`src/rtl/seq_pkg.sv`:
```
// Shared encodings for the phase sequencer and the arbiter FSM.
package seq_pkg;

  typedef enum logic [1:0] {
    FIRST  = 2'b11,
    SECOND = 2'b01,
    THIRD  = 2'b10
  } phase_t;

  typedef enum logic [1:0] {
    IDLE  = 2'd0,
    GRANT = 2'd1,
    RUN   = 2'd2
  } ctrl_t;

endpackage

```
`src/rtl/phase_seq.sv`:
```
// Three-phase sequencer FIRST->SECOND->THIRD with pause and restart.
module phase_seq
  import seq_pkg::*;
(
  input  logic       clk,
  input  logic       rst_n,
  input  logic       pause,
  input  logic       restart,
  output logic [1:0] phase,
  output logic       odd,
  output logic       even,
  output logic       terminal
);

  phase_t ph, ph_n;

  always_ff @(posedge clk or negedge rst_n) begin
    if (!rst_n) ph <= FIRST;
    else        ph <= ph_n;
  end

  always_comb begin
    ph_n = ph;
    if (restart) begin
      ph_n = FIRST;
    end else if (!pause) begin
      unique case (ph)
        FIRST:   ph_n = SECOND;
        SECOND:  ph_n = THIRD;
        THIRD:   ph_n = FIRST;
        default: ph_n = FIRST;
      endcase
    end
  end

  assign phase    = ph;
  assign odd      = (ph != SECOND);
  assign even     = (ph == SECOND);
  assign terminal = (ph == THIRD) && !pause;

endmodule

```
`src/rtl/seq_arbiter.sv`:
```
// Round-robin owner selection in front of one shared phase_seq;
// each grant runs a requested number of full sequences.
module seq_arbiter
  import seq_pkg::*;
#(
  parameter int N_REQ = 4,
  parameter int CNT_W = 4
) (
  input  logic                     clk,
  input  logic                     rst_n,
  input  logic [N_REQ-1:0]         req,
  input  logic [N_REQ-1:0]         hold,
  input  logic [CNT_W-1:0]         len,
  output logic [N_REQ-1:0]         gnt,
  output logic                     busy,
  output logic [1:0]               phase,
  output logic                     odd,
  output logic                     even,
  output logic                     done,
  output logic [$clog2(N_REQ)-1:0] done_id
);

  localparam int IW = $clog2(N_REQ);

  ctrl_t          state, state_n;
  logic [IW-1:0]  ptr, owner, pick, cand, owner_inc;
  logic [CNT_W-1:0] remaining;
  logic           found;
  logic           pause, restart, terminal;
  logic           take, abort, finish, dec;
  logic           own_req, own_hold;

  phase_seq u_seq (
    .clk      (clk),
    .rst_n    (rst_n),
    .pause    (pause),
    .restart  (restart),
    .phase    (phase),
    .odd      (odd),
    .even     (even),
    .terminal (terminal)
  );

  assign own_req   = req[owner];
  assign own_hold  = hold[owner];
  assign owner_inc = (owner == IW'(N_REQ - 1)) ? '0 : owner + 1'b1;
  assign busy      = (state != IDLE);

  // First requester at or after ptr in cyclic order.
  always_comb begin
    pick  = '0;
    found = 1'b0;
    cand  = '0;
    for (int i = 0; i < N_REQ; i++) begin
      cand = IW'((int'(ptr) + i) % N_REQ);
      if (!found && req[cand]) begin
        found = 1'b1;
        pick  = cand;
      end
    end
  end

  always_ff @(posedge clk or negedge rst_n) begin
    if (!rst_n) state <= IDLE;
    else        state <= state_n;
  end

  always_comb begin
    state_n = state;
    pause   = 1'b1;
    restart = 1'b1;
    take    = 1'b0;
    abort   = 1'b0;
    finish  = 1'b0;
    dec     = 1'b0;
    unique case (state)
      IDLE: begin
        if (found) begin
          take    = 1'b1;
          state_n = GRANT;
        end
      end
      GRANT: begin
        restart = 1'b0;
        if (!own_req) begin
          abort   = 1'b1;
          state_n = IDLE;
        end else begin
          state_n = RUN;
        end
      end
      RUN: begin
        restart = 1'b0;
        pause   = own_hold;
        if (!own_req) begin
          abort   = 1'b1;
          state_n = IDLE;
        end else if (terminal) begin
          if (remaining <= CNT_W'(1)) begin
            finish  = 1'b1;
            state_n = IDLE;
          end else begin
            dec = 1'b1;
          end
        end
      end
      default: state_n = IDLE;
    endcase
  end

  always_ff @(posedge clk or negedge rst_n) begin
    if (!rst_n) begin
      ptr       <= '0;
      owner     <= '0;
      remaining <= '0;
      gnt       <= '0;
      done      <= 1'b0;
      done_id   <= '0;
    end else begin
      done <= 1'b0;
      if (take) begin
        owner     <= pick;
        remaining <= (len == '0) ? CNT_W'(1) : len;
        gnt       <= {{(N_REQ-1){1'b0}}, 1'b1} << pick;
      end
      if (abort || finish) begin
        gnt <= '0;
        ptr <= owner_inc;
      end
      if (finish) begin
        done    <= 1'b1;
        done_id <= owner;
      end
      if (dec) remaining <= remaining - 1'b1;
    end
  end

endmodule

```
`config.mk`:
```
export PLATFORM = sky130hd
export DESIGN_NAME = seq_arbiter
export DESIGN_NICKNAME = d
export VERILOG_FILES = /design/src/rtl/seq_pkg.sv /design/src/rtl/phase_seq.sv /design/src/rtl/seq_arbiter.sv
export SDC_FILE = /design/constraint.sdc
export NUM_CORES = 1
export LEC_CHECK = 0
export BUFFER_PORTS_ARGS = -buffer_cell sky130_fd_sc_hd__buf_2
export CAP_MARGIN = 40
export CORE_MARGIN = 4
export CORE_UTILIZATION = 39
export DETAILED_ROUTE_END_ITERATION = 12
export PLACE_DENSITY_LB_ADDON = 0.15
export SYNTH_ARGS = -nofsm -noshare
export SYNTH_HDL_FRONTEND = slang
export SYNTH_SLANG_ARGS = --single-unit
```
`constraint.sdc`:
```
create_clock -name clk -period 5.9 [get_ports clk]
set_clock_uncertainty 0.1 [all_clocks]
set_input_delay 1.18 -clock clk [delete_from_list [all_inputs] [get_ports clk]]
set_output_delay 1.18 -clock clk [all_outputs]
set_load 0.05 [all_outputs]
```
# Word-level counts from Yosys, hierarchy flattened
# Cells that the tools add are included.
# op_classes
addsub	5
multipliers	0
div	0
n_lt_le_gt_ge	6
n_eq_ne	11
shift	1
muxes	49
bitwise	0
reduce_logical	16
# ops
op	count
$mux W1	24
$mux W2	12
$mux W4	5
$lt A2 B3 Y1 const B	5
$bmux W1 S2	6
$eq A2 B2 Y1 const B	4
$ne A3 B3 Y1 const B	2
$pmux W2 S3	1
$reduce_bool A2 Y1	3
$add A2 B1 Y2 const B	2
$add A2 B2 Y2 const B	2
$eq A2 B1 Y1 const B	2
$le A4 B1 Y1 const B	1
$logic_and A1 B1 Y1	4
$logic_not A1 Y1	4
$logic_not A4 Y1	1
$ne A2 B2 Y1 const B	2
$pmux W2 S2	1
$shl A1 B2 Y4 const A	1
$sub A4 B1 Y4 const B	1
$reduce_and A3 Y1	1
$logic_not A2 Y1	1
$ne A2 B1 Y1 const B	1
$reduce_or A2 Y1	1
$logic_or A1 B1 Y1	1
# totals
reg_bits	19
latchBits	0
mem_bits_rw	0
romBits	0
in_bits	14
output_inout_bits	12
elab_cells	96
memories	0

# Longest topological paths before layout
# depth
ltp_word	16
mapped_depth	8
depth_no_buf	7

# Cells and area by module
# Synthesis repeated with hierarchy kept, for this count alone.
# hier_totals
hier_cells	117
hier_area_um2	1133.6
# by_module_without_submodules
module	n_inst	cells_each	area_each_um2	seq_area_each_um2
seq_arbiter	1	106	1024.7	425.4
phase_seq	1	11	108.9	52.6

# Worst setup path before layout
# OpenSTA, ideal clock, no wires.
# synth_timing
path_type	register to output
from	reg u_seq.ph[1], in the netlist u_seq.phase[1]
to	out even
t_arrival_ps	1556
required_ps	4620
path_slack_ps	3064
path_stages_with_launch	3
path_buffers	0
cell_sequence	dfstp_2 -> nand2b_1 -> inv_1
# synth_via
elab_chain_len	1
# synth_rtl
element	line_no	rtl
start, declared	phase_seq.sv:15	phase_t ph, ph_n;
start signal, assigned	phase_seq.sv:19	else ph <= ph_n;
$eq A2 B1 Y1	phase_seq.sv:38	assign even = (ph == SECOND);
end, declared	seq_arbiter.sv:18	output logic even,
# No other way between the ends.

# Final worst setup path
# layout_timing
from	in req[1]
to	reg remaining[1]
# layout_via
elab_chain_len	15
elab_cells_between_ends	26
classes_between	mux (19); reduce/logical (7)
# layout_rtl
element	line_no	rtl
start, declared	seq_arbiter.sv:11	input logic [N_REQ-1:0] req,
$bmux W1 S2	seq_arbiter.sv:56	if (!found && req[cand]) begin
$mux W1 (not written as such)	seq_arbiter.sv:56	
$mux W1	seq_arbiter.sv:56	
$logic_not A1 Y1	seq_arbiter.sv:56	
$logic_and A1 B1 Y1	seq_arbiter.sv:56	
$mux W1	seq_arbiter.sv:56	
$logic_not A1 Y1	seq_arbiter.sv:56	
$logic_and A1 B1 Y1	seq_arbiter.sv:56	
$mux W1	seq_arbiter.sv:56	
$logic_not A1 Y1	seq_arbiter.sv:56	
$logic_and A1 B1 Y1	seq_arbiter.sv:56	
$mux W1	seq_arbiter.sv:56	
$mux W1	seq_arbiter.sv:78	if (found) begin
$mux W1	seq_arbiter.sv:76	unique case (state)
$reduce_bool A2 Y1 (no line)	n/a	
end signal, assigned	seq_arbiter.sv:123	remaining <= (len == '0) ? CNT_W'(1) : len;
end signal, assigned	seq_arbiter.sv:134	if (dec) remaining <= remaining - 1'b1;
end, declared	seq_arbiter.sv:27	logic [CNT_W-1:0] remaining;
# Several ways; a longest one is shown, not always the timed one. The select of a mux whose other input is x is not followed.
# A chain may end at the register's enable or synchronous reset.

==> results.sh <==
export IMPL_cp_required_ns=5.98
export IMPL_yosysWarnings=0
export IMPL_insertion_delay_ns=0.29
export IMPL_crit_type="input pin to flop"
export IMPL_globalRouteMet1Util=0.177
export IMPL_cp_top_family="simple AND/OR/NAND/NOR gates"
export IMPL_p_seq_frac=0.362
export IMPL_r2r_slack_ns=3.65
export IMPL_initial_core_util=0.415
export IMPL_gp_congestion=0.731
export IMPL_cts_tree="yes"
export IMPL_p_clk_frac=0.104
export IMPL_wire_per_inst_microns=13.7
export IMPL_cts_buffers=3
export IMPL_clock_sinks=19
export IMPL_grt_pass1_wl_mm=4.37
export IMPL_synthCells=117
export IMPL_worst_path_stages=6
export IMPL_ys_async_sr_fraction=1.00
export IMPL_n_antenna_cell=0
export IMPL_path_buf_inv=1
export IMPL_slowest_delay_ns=0.51
export IMPL_die_h_microns=62.7
export IMPL_worst_pin_slew_ns=0.574
export IMPL_synth_ff_type="dfrtp_1"
export IMPL_drtIter0Drc=19
export IMPL_arrival_ns=2.77
export IMPL_synth_avg_cell_area_sq_um=9.96
export IMPL_dieArea_sq_um=3930
export IMPL_hold_buffers=0
export IMPL_p_comb_frac=0.534
export IMPL_max_freq_mhz=372
export IMPL_area_delta_synth_final_pct=14.9
export IMPL_placedCellCount=171
export IMPL_die_w_microns=62.7
export IMPL_outcome="finished, final reports clean"
export IMPL_drc=0
export IMPL_p_int_uw=334
export IMPL_cts_root_buffer="clkbuf_4"
export IMPL_fin_nets=165
export IMPL_fin_ws_ns=3.21
export IMPL_r2r_start="state[0]"
export IMPL_vias=940
export IMPL_min_path_cells=1
export IMPL_rsz0062_at_grt="no"
export IMPL_io_pins=26
export IMPL_slew_violations=0
export IMPL_grt_antenna_before_repair=0
export IMPL_syn_cell_area_sq_um=1160
export IMPL_path_cells="buf_2 > nor4_1 > nand2b_1 > mux2_2 > nand2_1 > o21ai_0"
export IMPL_ir_drop_uv=251
export IMPL_placementRows=19
export IMPL_firstDrtPassIters=4
export IMPL_totalWireLength_mm=2.40
export IMPL_synth_area_leaders="dfrtp_1 (37%), mux2_2 (6.8%), ha_1 (6.4%), nand2_1 (5.8%), dfstp_2 (4.5%)"
export IMPL_hold_end="done_id[0]"
export IMPL_ys_types=37
export IMPL_finalHoldViolations=0
export IMPL_tns_ns=0
export IMPL_grt_max_degree=20
export IMPL_drive_gt1_frac=0.326
export IMPL_dp_hpwl_mm=1.82
export IMPL_yosysSeqAreaShare=0.410
export IMPL_worstHoldStart="done_id[0]"
export IMPL_yosys_area_top_type_share=0.365
export IMPL_port_buffers=25
export IMPL_ctsResizeCount=0
export IMPL_r2r_end="remaining[3]"
export IMPL_switching_share=0.473
export IMPL_r2r_cells=7
export IMPL_leakage_uw=0.000656
export IMPL_clk_pin_slew_worst_paths_ns=0.11
export IMPL_finalSetupViolations=0
export IMPL_crit_fanout=11
export IMPL_finish_utilization=0.477
export IMPL_cts_max_path_buffers=2
export IMPL_grt_usage=0.138
export IMPL_ys_ff_latch=19
export IMPL_grt_pass1_vias=958
export IMPL_busiest_layer="met2"
export IMPL_crit_path_end_kind="flop"
export IMPL_power_density_nw_per_um2=473
export IMPL_relSlewSlack=0.615
export IMPL_cap_violations=0
export IMPL_coreArea_sq_um=2810
export IMPL_post_cts_setup_buffers=0
export IMPL_cts_max_level=1
export IMPL_dp_slack_ns=2.91
export IMPL_synth_edf_count=0
export IMPL_grtUsageMet2=0.230
export IMPL_critPathLaunchType="input pin"
export IMPL_ant_nets=0
export IMPL_finalCritPeriodShare=0.456
export IMPL_total_power_uw=633
export IMPL_slowest_stage="nor4_1"
export IMPL_p_sw_uw=299
export IMPL_gr_usage_met3=0.0360
export IMPL_overflow=0
export IMPL_vias_per_cell=5.37
export IMPL_fin_cells=175
export IMPL_yosys_area_top_type="dfrtp_1"
export IMPL_hold_path_class="flop to flop"
export IMPL_period_needed_ns=2.69
export IMPL_syn_nets=137
## worst max path at each step
stage | start | endpoint | slack [ns]
floorplan | u_seq.phase[1] | even | 3.06
global placement | req[1] | remaining[1] | 2.98
detailed placement | req[1] | remaining[1] | 2.91
CTS | req[1] | remaining[1] | 3.22
global route | req[1] | remaining[1] | 3.10
finish | req[1] | remaining[1] | 3.21
## sequential cells by signal (all words and copies together) (netlist names)
signal / count
ptr: 2
gnt: 4
done_id: 2
done: 1
owner: 2
state: 2
u_seq.phase: 2
remaining: 4
## cell type report
| type | count | area [sq um] |
|---|---|---|
| multi-input combinational | 88 | 641 |
| clock buffer | 4 | 26.3 |
| sequential | 19 | 478 |
| inverter | 8 | 30.0 |
| timing repair buffer | 25 | 125 |
| fill | 286 | 1470 |
| tap | 31 | 38.8 |
## power groups by stage
stage | Clock, uW | Combinational, uW | Sequential, uW
2_1_floorplan | 0 | 237 | 255
3_3_place_gp | 0 | 337 | 228
3_5_place_dp | 0 | 341 | 231
4_1_cts | 68.0 | 343 | 229
5_1_grt | 75.1 | 376 | 238
6_report | 65.5 | 338 | 229
## Yosys cell counts, types with 2 or more instances
library cell and count:
dfstp_2 2, dfrtp_1 17, mux2_2 7, or4_1 2
and3_2 2, nand3_1 4, nand2_1 18, or3_1 2
inv_1 8, o21ai_0 4, o211ai_1 2, nand3b_1 2
nand2b_1 5, ha_1 6, a21oi_1 7, nor2_1 8
## kinds of logic after synthesis
kind of cell,Yosys count,share of synthesized area
simple gates,50,0.235
compound gates,22,0.142
flops,19,0.410
buf+inv,10,0.0397
mux,10,0.108
fa+ha+maj,6,0.0644
## metrics by stage
stage	instance area, sq um	hold slack (ns)
2_1_floorplan	1160	0.423
3_3_place_gp	1310	0.388
3_5_place_dp	1310	0.399
4_1_cts	1340	0.425
5_1_grt	1340	0.457
6_report	1340	0.419
## cell usage in the layout (no fill, tap or decap), drive strengths merged, types with 4 or more instances in the layout
master / netlist / routed
clkbuf: 0 / 4
nor2: 8 / 8
mux2: 8 / 8
o21ai: 4 / 4
ha: 6 / 6
dfrtp: 17 / 17
nand2b: 5 / 5
inv: 8 / 8
nand3: 4 / 4
a21oi: 7 / 7
buf: 2 / 25
nand2: 18 / 18
## routing by layer
metal / part of all wire / vias up
li1: - / 471
met1: 0.48 / 445
met5: 0 / -
met4: 0.0054 / 0
met2: 0.47 / 22
met3: 0.051 / 2
Power figures use the tool's default switching activity.
